## src/rtl/cpu_dbus_arb.sv

```systemverilog
// rtl/cpu_dbus_arb.sv - round-robin arbiter of N CPU data-bus masters onto one DBIU port
// Two-state FSM: IDLE picks a requester, BUSY forwards it until ack, timeout or request drop.
module cpu_dbus_arb #(
    parameter int N_CPU   = 2,
    parameter int AW      = 32,
    parameter int DW      = 32,
    parameter int SW      = 4,
    parameter int TIMEOUT = 256
) (
    input  logic                clk,
    input  logic                rst_n,
    input  logic [N_CPU-1:0]    req_m2a,
    input  logic [N_CPU*AW-1:0] adr_m2a,
    input  logic [N_CPU*DW-1:0] dat_m2a,
    input  logic [N_CPU-1:0]    we_m2a,
    input  logic [N_CPU*SW-1:0] sel_m2a,
    output logic [DW-1:0]       dat_a2m,
    output logic [N_CPU-1:0]    ack_a2m,
    output logic [N_CPU-1:0]    err_a2m,
    output logic                req_m2dbiu,
    output logic [AW-1:0]       adr_m2dbiu,
    output logic [DW-1:0]       dat_m2dbiu,
    output logic                we_m2dbiu,
    output logic [SW-1:0]       sel_m2dbiu,
    input  logic [DW-1:0]       dat_dbiu2m,
    input  logic                ack_dbiu2m
);

    localparam int GW = (N_CPU > 1) ? $clog2(N_CPU) : 1;
    localparam int CW = (TIMEOUT > 0) ? $clog2(TIMEOUT + 1) : 1;
    localparam logic [CW-1:0] CNT_LAST = CW'((TIMEOUT > 0) ? (TIMEOUT - 1) : 0);
    localparam logic [GW-1:0] G_LAST   = GW'(N_CPU - 1);

    localparam logic [0:0] IDLE = 1'b0;
    localparam logic [0:0] BUSY = 1'b1;

    logic [0:0]       state;
    logic [GW-1:0]    g;
    logic [GW-1:0]    rr_ptr;
    logic [CW-1:0]    cnt;

    logic [GW-1:0]    pick;
    logic [GW-1:0]    cand;
    logic             found;
    logic [GW-1:0]    g_next;
    logic [N_CPU-1:0] g_onehot;

    logic             sel_req;
    logic [AW-1:0]    sel_adr;
    logic [DW-1:0]    sel_dat;
    logic             sel_we;
    logic [SW-1:0]    sel_sel;

    logic             busy;
    logic             busy_live;
    logic             ack_fire;
    logic             to_fire;

    // First requester at or after rr_ptr, wrapping modulo N_CPU.
    always_comb begin
        pick  = rr_ptr;
        cand  = '0;
        found = 1'b0;
        for (int k = 0; k < N_CPU; k++) begin
            cand = GW'((int'(rr_ptr) + k) % N_CPU);
            if (!found && req_m2a[cand]) begin
                found = 1'b1;
                pick  = cand;
            end
        end
    end

    always_comb begin
        sel_req = 1'b0;
        sel_adr = '0;
        sel_dat = '0;
        sel_we  = 1'b0;
        sel_sel = '0;
        for (int i = 0; i < N_CPU; i++) begin
            if (g == GW'(i)) begin
                sel_req = req_m2a[i];
                sel_adr = adr_m2a[i*AW +: AW];
                sel_dat = dat_m2a[i*DW +: DW];
                sel_we  = we_m2a[i];
                sel_sel = sel_m2a[i*SW +: SW];
            end
        end
    end

    assign g_onehot  = N_CPU'(1) << g;
    assign g_next    = (g == G_LAST) ? '0 : g + GW'(1);

    // A dropped request masks everything, including a stray downstream ack.
    assign busy      = (state == BUSY);
    assign busy_live = busy && sel_req;
    assign ack_fire  = busy_live && ack_dbiu2m;
    assign to_fire   = busy_live && !ack_dbiu2m && (TIMEOUT != 0) && (cnt == CNT_LAST);

    assign req_m2dbiu = busy_live;
    assign adr_m2dbiu = busy ? sel_adr : '0;
    assign dat_m2dbiu = busy ? sel_dat : '0;
    assign we_m2dbiu  = busy ? sel_we  : 1'b0;
    assign sel_m2dbiu = busy ? sel_sel : '0;

    assign ack_a2m = (ack_fire || to_fire) ? g_onehot : '0;
    assign err_a2m = to_fire ? g_onehot : '0;
    assign dat_a2m = ack_fire ? dat_dbiu2m : '0;

    always_ff @(posedge clk or negedge rst_n) begin
        if (!rst_n) begin
            state  <= IDLE;
            g      <= '0;
            rr_ptr <= '0;
            cnt    <= '0;
        end else begin
            case (state)
                IDLE: begin
                    if (|req_m2a) begin
                        g     <= pick;
                        cnt   <= '0;
                        state <= BUSY;
                    end
                end
                BUSY: begin
                    if (!sel_req) begin
                        state <= IDLE;
                    end else if (ack_fire || to_fire) begin
                        state  <= IDLE;
                        rr_ptr <= g_next;
                    end else if (TIMEOUT != 0) begin
                        cnt <= cnt + CW'(1);
                    end
                end
                default: state <= IDLE;
            endcase
        end
    end

endmodule

```

## config.mk

```make
export PLATFORM = sky130hd
export DESIGN_NAME = cpu_dbus_arb
export DESIGN_NICKNAME = d
export VERILOG_FILES = /design/src/rtl/cpu_dbus_arb.sv
export SDC_FILE = /design/constraint.sdc
export NUM_CORES = 1
export LEC_CHECK = 0
export ABC_AREA = 0
export BUFFER_PORTS_ARGS = -buffer_cell sky130_fd_sc_hd__buf_2
export CAP_MARGIN = 30
export CORE_AREA = 4 4 107 109
export DETAILED_ROUTE_END_ITERATION = 16
export DIE_AREA = 0 0 111 113
export GPL_ROUTABILITY_DRIVEN = 0
export GPL_TIMING_DRIVEN = 0
export SYNTH_ARGS = -nofsm -noshare
export SYNTH_HDL_FRONTEND = slang
export SYNTH_SLANG_ARGS = --single-unit
```

## constraint.sdc

```tcl
create_clock -name clk -period 2.4 [get_ports clk]
set_input_delay 0.24 -clock clk [delete_from_list [all_inputs] [get_ports clk]]
set_output_delay 0.24 -clock clk [all_outputs]
set_load 0.02 [all_outputs]
```

# Word-level counts from Yosys, hierarchy flattened
# Index checks and enable logic that the tools add are counted.
# word_totals
register_bits	12
wordCells	54
output_inout_bits	106
in_bits	175
# classes
n_reduce_logical	12
bitwise	1
order_cmp	2
eq_ne	4
mux	27
addsub	3
n_shift	1
# op_table
op	n
$mux 32	5
$mux 9	3
$pmux 9 s2	1
$mux 1	13
$add 9x1->9 const B	1
$eq 9x8->1 const B	1
$mux 4	2
$reduce_and 3->1	2
$logic_and 1x1->1	5
$lt 1x2->1 const B	2
$mux 2	2
$ne 2x2->1 const B	2
$add 1x1->1 const B	2
$logic_not 1->1	2
$ne 2x1->1 const B	1
$pmux 1 s2	1
$reduce_and 2->1	1
$reduce_or 2->1	1
$shl 1x1->2 const A	1
$logic_or 1x1->1	1
$not 1->1	1

# Longest topological paths before layout
# Gate-level depths: netlist of the first run.
# depth
depth_word	8
mapped_depth	9
mapped_depth_nobuf	9

# Least setup slack after synthesis of the first run
# No wires, ideal clock.
# synth_timing
path_kind	flip-flop to flip-flop
startpoint	register cnt[0]
endpoint	register cnt[6]
synth_period_minus_slack_ns	2.183
stages_incl_launch_ff	9
setup_slack_ns	0.217
t_arrival_ns	2.093
required_time_ns	2.310
cell_sequence	dfrtp_1 ha_1 nand3_1 nor2_1 and3_1 ha_1 or4b_1 or4_1 o221ai_1
# synth_via
elab_chain_len	5
elab_cells_between_ends	9
# synth_lines
element	line_no	rtl
start, declared	40	logic [CW-1:0] cnt;
start signal, assigned	131	cnt <= cnt + CW'(1);
branches (longest 5 deep; another with $add 9x1->9)	--	
# Several ways; the timed one is not identified. The select of a mux whose other input is x is not followed.
# A chain may end at the register's enable or synchronous reset.

# Worst setup path in the final report of the first run
# layout_timing
startpoint	register cnt[1]
endpoint	output ack_a2m[1]
# layout_via
elab_chain_len	4
# layout_lines
element	line_no	rtl
$eq 9x8->1	97	assign to_fire = busy_live && !ack_dbiu2m && (TIMEOUT != 0) && (cnt == CNT_LAST);
$logic_and 1x1->1	97	
$logic_or 1x1->1	105	assign ack_a2m = (ack_fire || to_fire) ? g_onehot : '0;
$mux 2	105	
end, declared	18	output logic [N_CPU-1:0] ack_a2m,
# No other way between the ends.

==> results of run 1 <==
[registers in the layout, indices dropped and copies added (netlist names)]
register	cells
g	1
cnt	9
rr_ptr	1
busy	1
[what timing repair did]
action / in CTS / in global routing
endpoints found under the hold margin: 12 / 0
gates cloned: 0 / 0
endpoints found under the setup margin: 24 / 3
hold buffers: 1 / 0
gates resized for setup: 4 / 3
pin swaps: 0 / 1
[synthesized netlist by cell type (all sizes together), types with 2 or more instances]
cell	instances
o41a	2
nand2	7
nor2	72
and2	32
inv	7
buf	14
nand3	3
a31oi	4
clkbuf	7
ha	2
o211a	2
o31ai	2
and3	3
mux2i	71
nor4	2
dfrtp	12
or4b	3
a211o	2
[worst max-delay path: stages, from the launching register on]
cell,delay (ns)
dfrtp_1,0.39
ha_2,0.21
nand3_2,0.11
nor2_1,0.07
and3_1,0.21
ha_4,0.18
or2_2,0.31
and3_1,0.20
buf_2,0.15
[layout make-up]
cell class	instances	area (um2)
Tap cell	140	175
Timing Repair Buffer	281	1410
Fill cell	1114	6970
Multi-Input combinational cell	223	1580
Clock buffer	3	41.3
Sequential cell	12	300
Buffer	21	97.6
Inverter	7	26.3
[routing by layer]
metal / up-vias / share of wire / GRT usage
met5: - / 0 / 0
met4: 0 / 0.0078 / 0.0197
met3: 9 / 0.076 / 0.0289
met2: 130 / 0.52 / 0.256
met1: 1348 / 0.40 / 0.172
li1: 1483 / - / -
[power groups by stage]
| stage | Sequential [mW] | Combinational (mW) | Clock, mW |
|---|---|---|---|
| 2_1_floorplan | 0.309 | 1.66 | 0 |
| 3_3_place_gp | 0.322 | 2.37 | 0 |
| 3_5_place_dp | 0.325 | 2.42 | 0 |
| 4_1_cts | 0.324 | 2.43 | 0.194 |
| 5_1_grt | 0.336 | 2.59 | 0.202 |
| 6_report | 0.326 | 2.40 | 0.190 |
[kinds of logic (layout without fill, tap and decap cells)]
kind of cell / after synthesis / after routing / share of synthesized area
buf+inv: 28 / 312 / 0.0620
compound gates: 20 / 20 / 0.0848
fa+ha+maj: 2 / 2 / 0.0127
flops: 12 / 12 / 0.152
mux: 72 / 72 / 0.367
simple gates: 129 / 129 / 0.322
[per-stage QoR]
step | instance area (um2) | setup slack [ns] | utilization | setup TNS [ns]
3_3_place_gp | 3550 | 0.0311 | 0.335 | 0
6_report | 3630 | 0.0738 | 0.343 | 0
3_5_place_dp | 3550 | -0.0133 | 0.335 | -0.0133
4_1_cts | 3620 | 0.0125 | 0.341 | 0
5_1_grt | 3630 | 0.00685 | 0.343 | 0
2_1_floorplan | 1980 | 0.217 | - | 0
[how the worst max path moves through the flow]
stage	end	slack, ns	startpoint	depth (start not counted)
finish	ack_a2m[1]	0.07	cnt[1]	8
global route	ack_a2m[1]	0.007	cnt[0]	8
CTS	ack_a2m[1]	0.01	cnt[0]	8
detailed placement	cnt[6]	-0.01	cnt[0]	9
global placement	cnt[6]	0.03	cnt[0]	9
floorplan	cnt[6]	0.22	cnt[0]	8
==> flow_summary.yaml, run 1 <==
layout:
  syn2layout_area_growth_pct: 83.9
  antenna_cells: 0
  nets: 726
  final_cells: 687
  mostFrequentLayoutCell: "buf_2"
  drive_gt1_frac: 0.569
  layout.cells.most_common_list: "294 x buf_2, 71 x nor2_1, 71 x mux2i_1, 32 x and2_1, 12 x dfrtp_1"
sta:
  rsz0062_at_grt: "false"
  hold_violations: 0
  drv_slew: 0
  setup_viol: 0
  tightest_slew_ns: 0.653
  fin_worst_skew_ns: 0.00279
  fmax_mhz: 430
  fin_crit_sh: 0.969
  slew-limit-headroom: 0.565
  min_period_ns: 2.33
  fin_hold_ws_ns: 0.245
synthesis:
  synth_top_cell_by_area: "mux2i_1"
  yosys.area.top_type_share: 0.359
  avgSynthCellArea_um2: 7.52
  yosysWarnings: 0
  synthCells: 263
  synth-edff-count: 0
  synthFlopType: "dfrtp_1"
  netlist_area_mm2: 0.00198
  synth-async-reset-ratio: 1.00
  seq_area_frac_synth: 0.152
  yosys.cell_types.count: 36
  syn_nets: 440
  synth_area_leaders: "mux2i_1 36%, dfrtp_1 15%, nor2_1 14%, and2_1 10%, buf_2 3.5%"
  synth_seq_cells: 12
route:
  finalWirelength_um: 9790
  drt-initial-drc-count: 106
  avgViaCountPerCell: 4.32
  drc_errors: 0
  firstDrtPassIters: 4
  antenna_left: 0
  via_count: 2970
  wl_per_cell_um: 14.2
critical_path:
  cp.arrival_ns: 2.09
  r2r_cells: 8
  reg2reg_to: "cnt[7]"
  start_kind: "flip-flop"
  required_ns: 2.16
  cp_max_fo: 8
  r2r_start: "cnt[1]"
  end_kind: "output port"
  crit_type: "flip-flop to output port"
  rrSetupSlack_ns: 0.18
worst_hold_path:
  hp-class: "primary input to flip-flop"
  hold_depth: 2
  min_to: "g"
  worstHoldStart: "req_m2a[0]"
grt:
  grt_remaining_overflow: 0
  grt_pass1_wl_um: 14700
  grt_pass1_vias: 2849
  groute.usage.overall: 0.139
  grt_max_degree: 13
  antenna_found_initial: 0
status:
  outcome: "complete, no violations"
clock_tree:
  clk_pin_slew_ns: 0.05
  cts_max_level: 1
  clk_path_buf_depth: 2
  cts_setup_buffers: 0
  cts_buffers: 3
  cts_sinks: 12
  cts_tree: "done"
  worst_skew_pair.late_latency_ns: 0.25
  ctsRootBufferMaster: "clkbuf_8"
die:
  start_util: 0.186
  io_pins: 281
  die-area_mm2: 0.0125
  die_x_um: 111
  chipHeight_um: 113
  placementRows: 38
  fp.coreArea_mm2: 0.0106
pwr:
  power_switching_mw: 1.60
  powerDensity_mw_per_mm2: 802
  power_frac_seq: 0.112
  clockPowerShare: 0.065
  ir_drop_mv: 0.355
  power.leakage_nw: 2.29
  switching_share: 0.547
  comb_power_share: 0.823
  intPower_mw: 1.32
  totalPowerFinal_mw: 2.92
flow_run:
  max_cap_violations: 0
placed_design:
  dp_cells: 683
  hpwl_um: 8440
  port_buffers: 280
No activity file was read; power rests on OpenSTA's default activity.
==> run 2, diff against run 1 <==
CORE_AREA = 4 4 106 108   (was 4 4 107 109)
DIE_AREA = 0 0 110 112   (was 0 0 111 113)
PLACE_DENSITY = 0.53   (was default)
clock period = 2.9 ns   (was 2.4 ns; I/O delays follow)
==> flow_summary.yaml, run 2 (synthesis gave the netlist of run 1 again) <==
sta:
  hold_violations: 0
  final.setup.tns_ns: 0
  min_period_ns: 2.61
  fmax_mhz: 384
  tightest_slew_ns: 0.638
  drv_slew: 0
  setup_viol: 0
  fin_crit_sh: 0.899
  rsz0062_at_grt: "false"
  fin_worst_skew_ns: 0.00100
  slew-limit-headroom: 0.575
pwr:
  powerDensity_mw_per_mm2: 668
  power.leakage_nw: 2.29
  ir_drop_mv: 0.322
route:
  drt-initial-drc-count: 95
  finalWirelength_um: 10400
  firstDrtPassIters: 4
  via_count: 2931
  wl_per_cell_um: 15.2
  drc_errors: 0
  antenna_left: 0
  avgViaCountPerCell: 4.29
die:
  placementRows: 37
  start_util: 0.193
  chipHeight_um: 112
  die-area_mm2: 0.0123
  fp.coreArea_mm2: 0.0102
  io_pins: 281
  die_x_um: 110
layout:
  regArea_um2: 300
  antenna_cells: 0
  largest_reg_flops: 9
  mostFrequentLayoutCell: "buf_2"
  final_util: 0.352
  drive_gt1_frac: 0.558
  regMostFlops: "cnt"
  nets: 726
  multi_input_area_mm2: 0.00155
  fillers: 1104
  layout.cells.most_common_list: "294 x buf_2, 72 x nor2_1, 71 x mux2i_1, 32 x and2_1, 12 x dfrtp_1"
  syn2layout_area_growth_pct: 82.1
clock_tree:
  clk_pin_slew_ns: 0.05
  cts_max_level: 1
  cts_buffers: 3
  cts_sinks: 12
  ctsRootBufferMaster: "clkbuf_8"
  cts_tree: "done"
  worst_skew_pair.late_latency_ns: 0.24
  cts_setup_buffers: 0
  clk_path_buf_depth: 2
critical_path:
  rrSetupSlack_ns: 0.50
  end_kind: "output port"
  required_ns: 2.61
  critPathLaunch: "cnt[0]"
  cp_max_fo: 8
  cp.arrival_ns: 2.32
  r2r_start: "cnt[0]"
  crit_type: "flip-flop to output port"
  start_kind: "flip-flop"
worst_hold_path:
  worstHoldStart: "req_m2a[0]"
  hp-class: "primary input to flip-flop"
placed_design:
  port_buffers: 280
  hpwl_um: 9020
grt:
  groute.usage.overall: 0.147
  antenna_found_initial: 0
  grt_pass1_wl_um: 14600
  grt_remaining_overflow: 0
  grt_max_degree: 13
  grt_pass1_vias: 2849
flow_run:
  max_cap_violations: 0
status:
  outcome: "complete, no violations"
## run 2: cell count changes in the layout (fill, tap and decap cells not counted)
| cell | before | now |
|---|---|---|
| ha_1 | 0 | 2 |
| clkbuf_1 | 6 | 7 |
| clkbuf_2 | 1 | 0 |
| ha_2 | 1 | 0 |
| ha_4 | 1 | 0 |
| nand3_1 | 2 | 3 |
| nand3_2 | 1 | 0 |
| nor2_1 | 71 | 72 |
| nor2_2 | 1 | 0 |
| nor4b_1 | 0 | 1 |
| nor4b_2 | 1 | 0 |
## run 2: what timing repair did
| action | 4_1_cts | 5_1_grt |
|---|---|---|
| hold endpoints to repair | 12 | 0 |
| gates resized for setup | 0 | 0 |
| hold buffers | 1 | 0 |
## run 2: final cells by class
type / instances / share of cell area
Timing Repair Buffer: 281 / 0.392
Clock buffer: 3 / 0.0115
Inverter: 7 / 0.00730
Tap cell: 136 / 0.0473
Buffer: 21 / 0.0268
Sequential cell: 12 / 0.0834
Multi-Input combinational cell: 223 / 0.432
## run 2: path summary, 6_finish.rpt
kind | cells past startpoint | endpoint
worst min-delay path | 2 | g
worst max-delay path | 8 | ack_a2m[0]
max in group asynchronous | 2 | rr_ptr
worst max register to register | 9 | cnt[6]
worst min register to register | 2 | rr_ptr
min in group asynchronous | 2 | cnt[8]
## run 2: power by group
part	switching, mW	total, mW	internal (mW)
clock network	0.0649	0.157	0.0919
registers	0.0483	0.267	0.219
logic	1.20	1.98	0.779
## run 2: critical path, cell delays in order (launching register included)
cell and delay, ns:
dfrtp_1 0.40, ha_1 0.24, nand3_1 0.16, nor2_1 0.09, and3_1 0.19, ha_1 0.25
nor2_1 0.44, nor3_1 0.10, buf_2 0.19
## run 2: metal layers
metal	share of wire	global-route usage	routed length, um
met5	0	0	0
met4	0.012	0.0249	121
met3	0.069	0.0157	717
met2	0.53	0.285	5450
met1	0.39	0.172	4060
## run 2: stage by stage
| stage | std cells | setup WS, ns | total power [mW] | hold WS [ns] | instance area [um2] |
|---|---|---|---|---|---|
| after floorplan | 263 | 0.699 | 1.63 | -0.00559 | 1980 |
| after global placement | 679 | 0.502 | 2.25 | 0.191 | 3550 |
| after detailed placement | 679 | 0.522 | 2.27 | 0.193 | 3550 |
| after CTS | 683 | 0.290 | 2.43 | 0.306 | 3600 |
| after global routing | 683 | 0.114 | 2.58 | 0.316 | 3600 |
| final | 683 | 0.293 | 2.40 | 0.307 | 3600 |
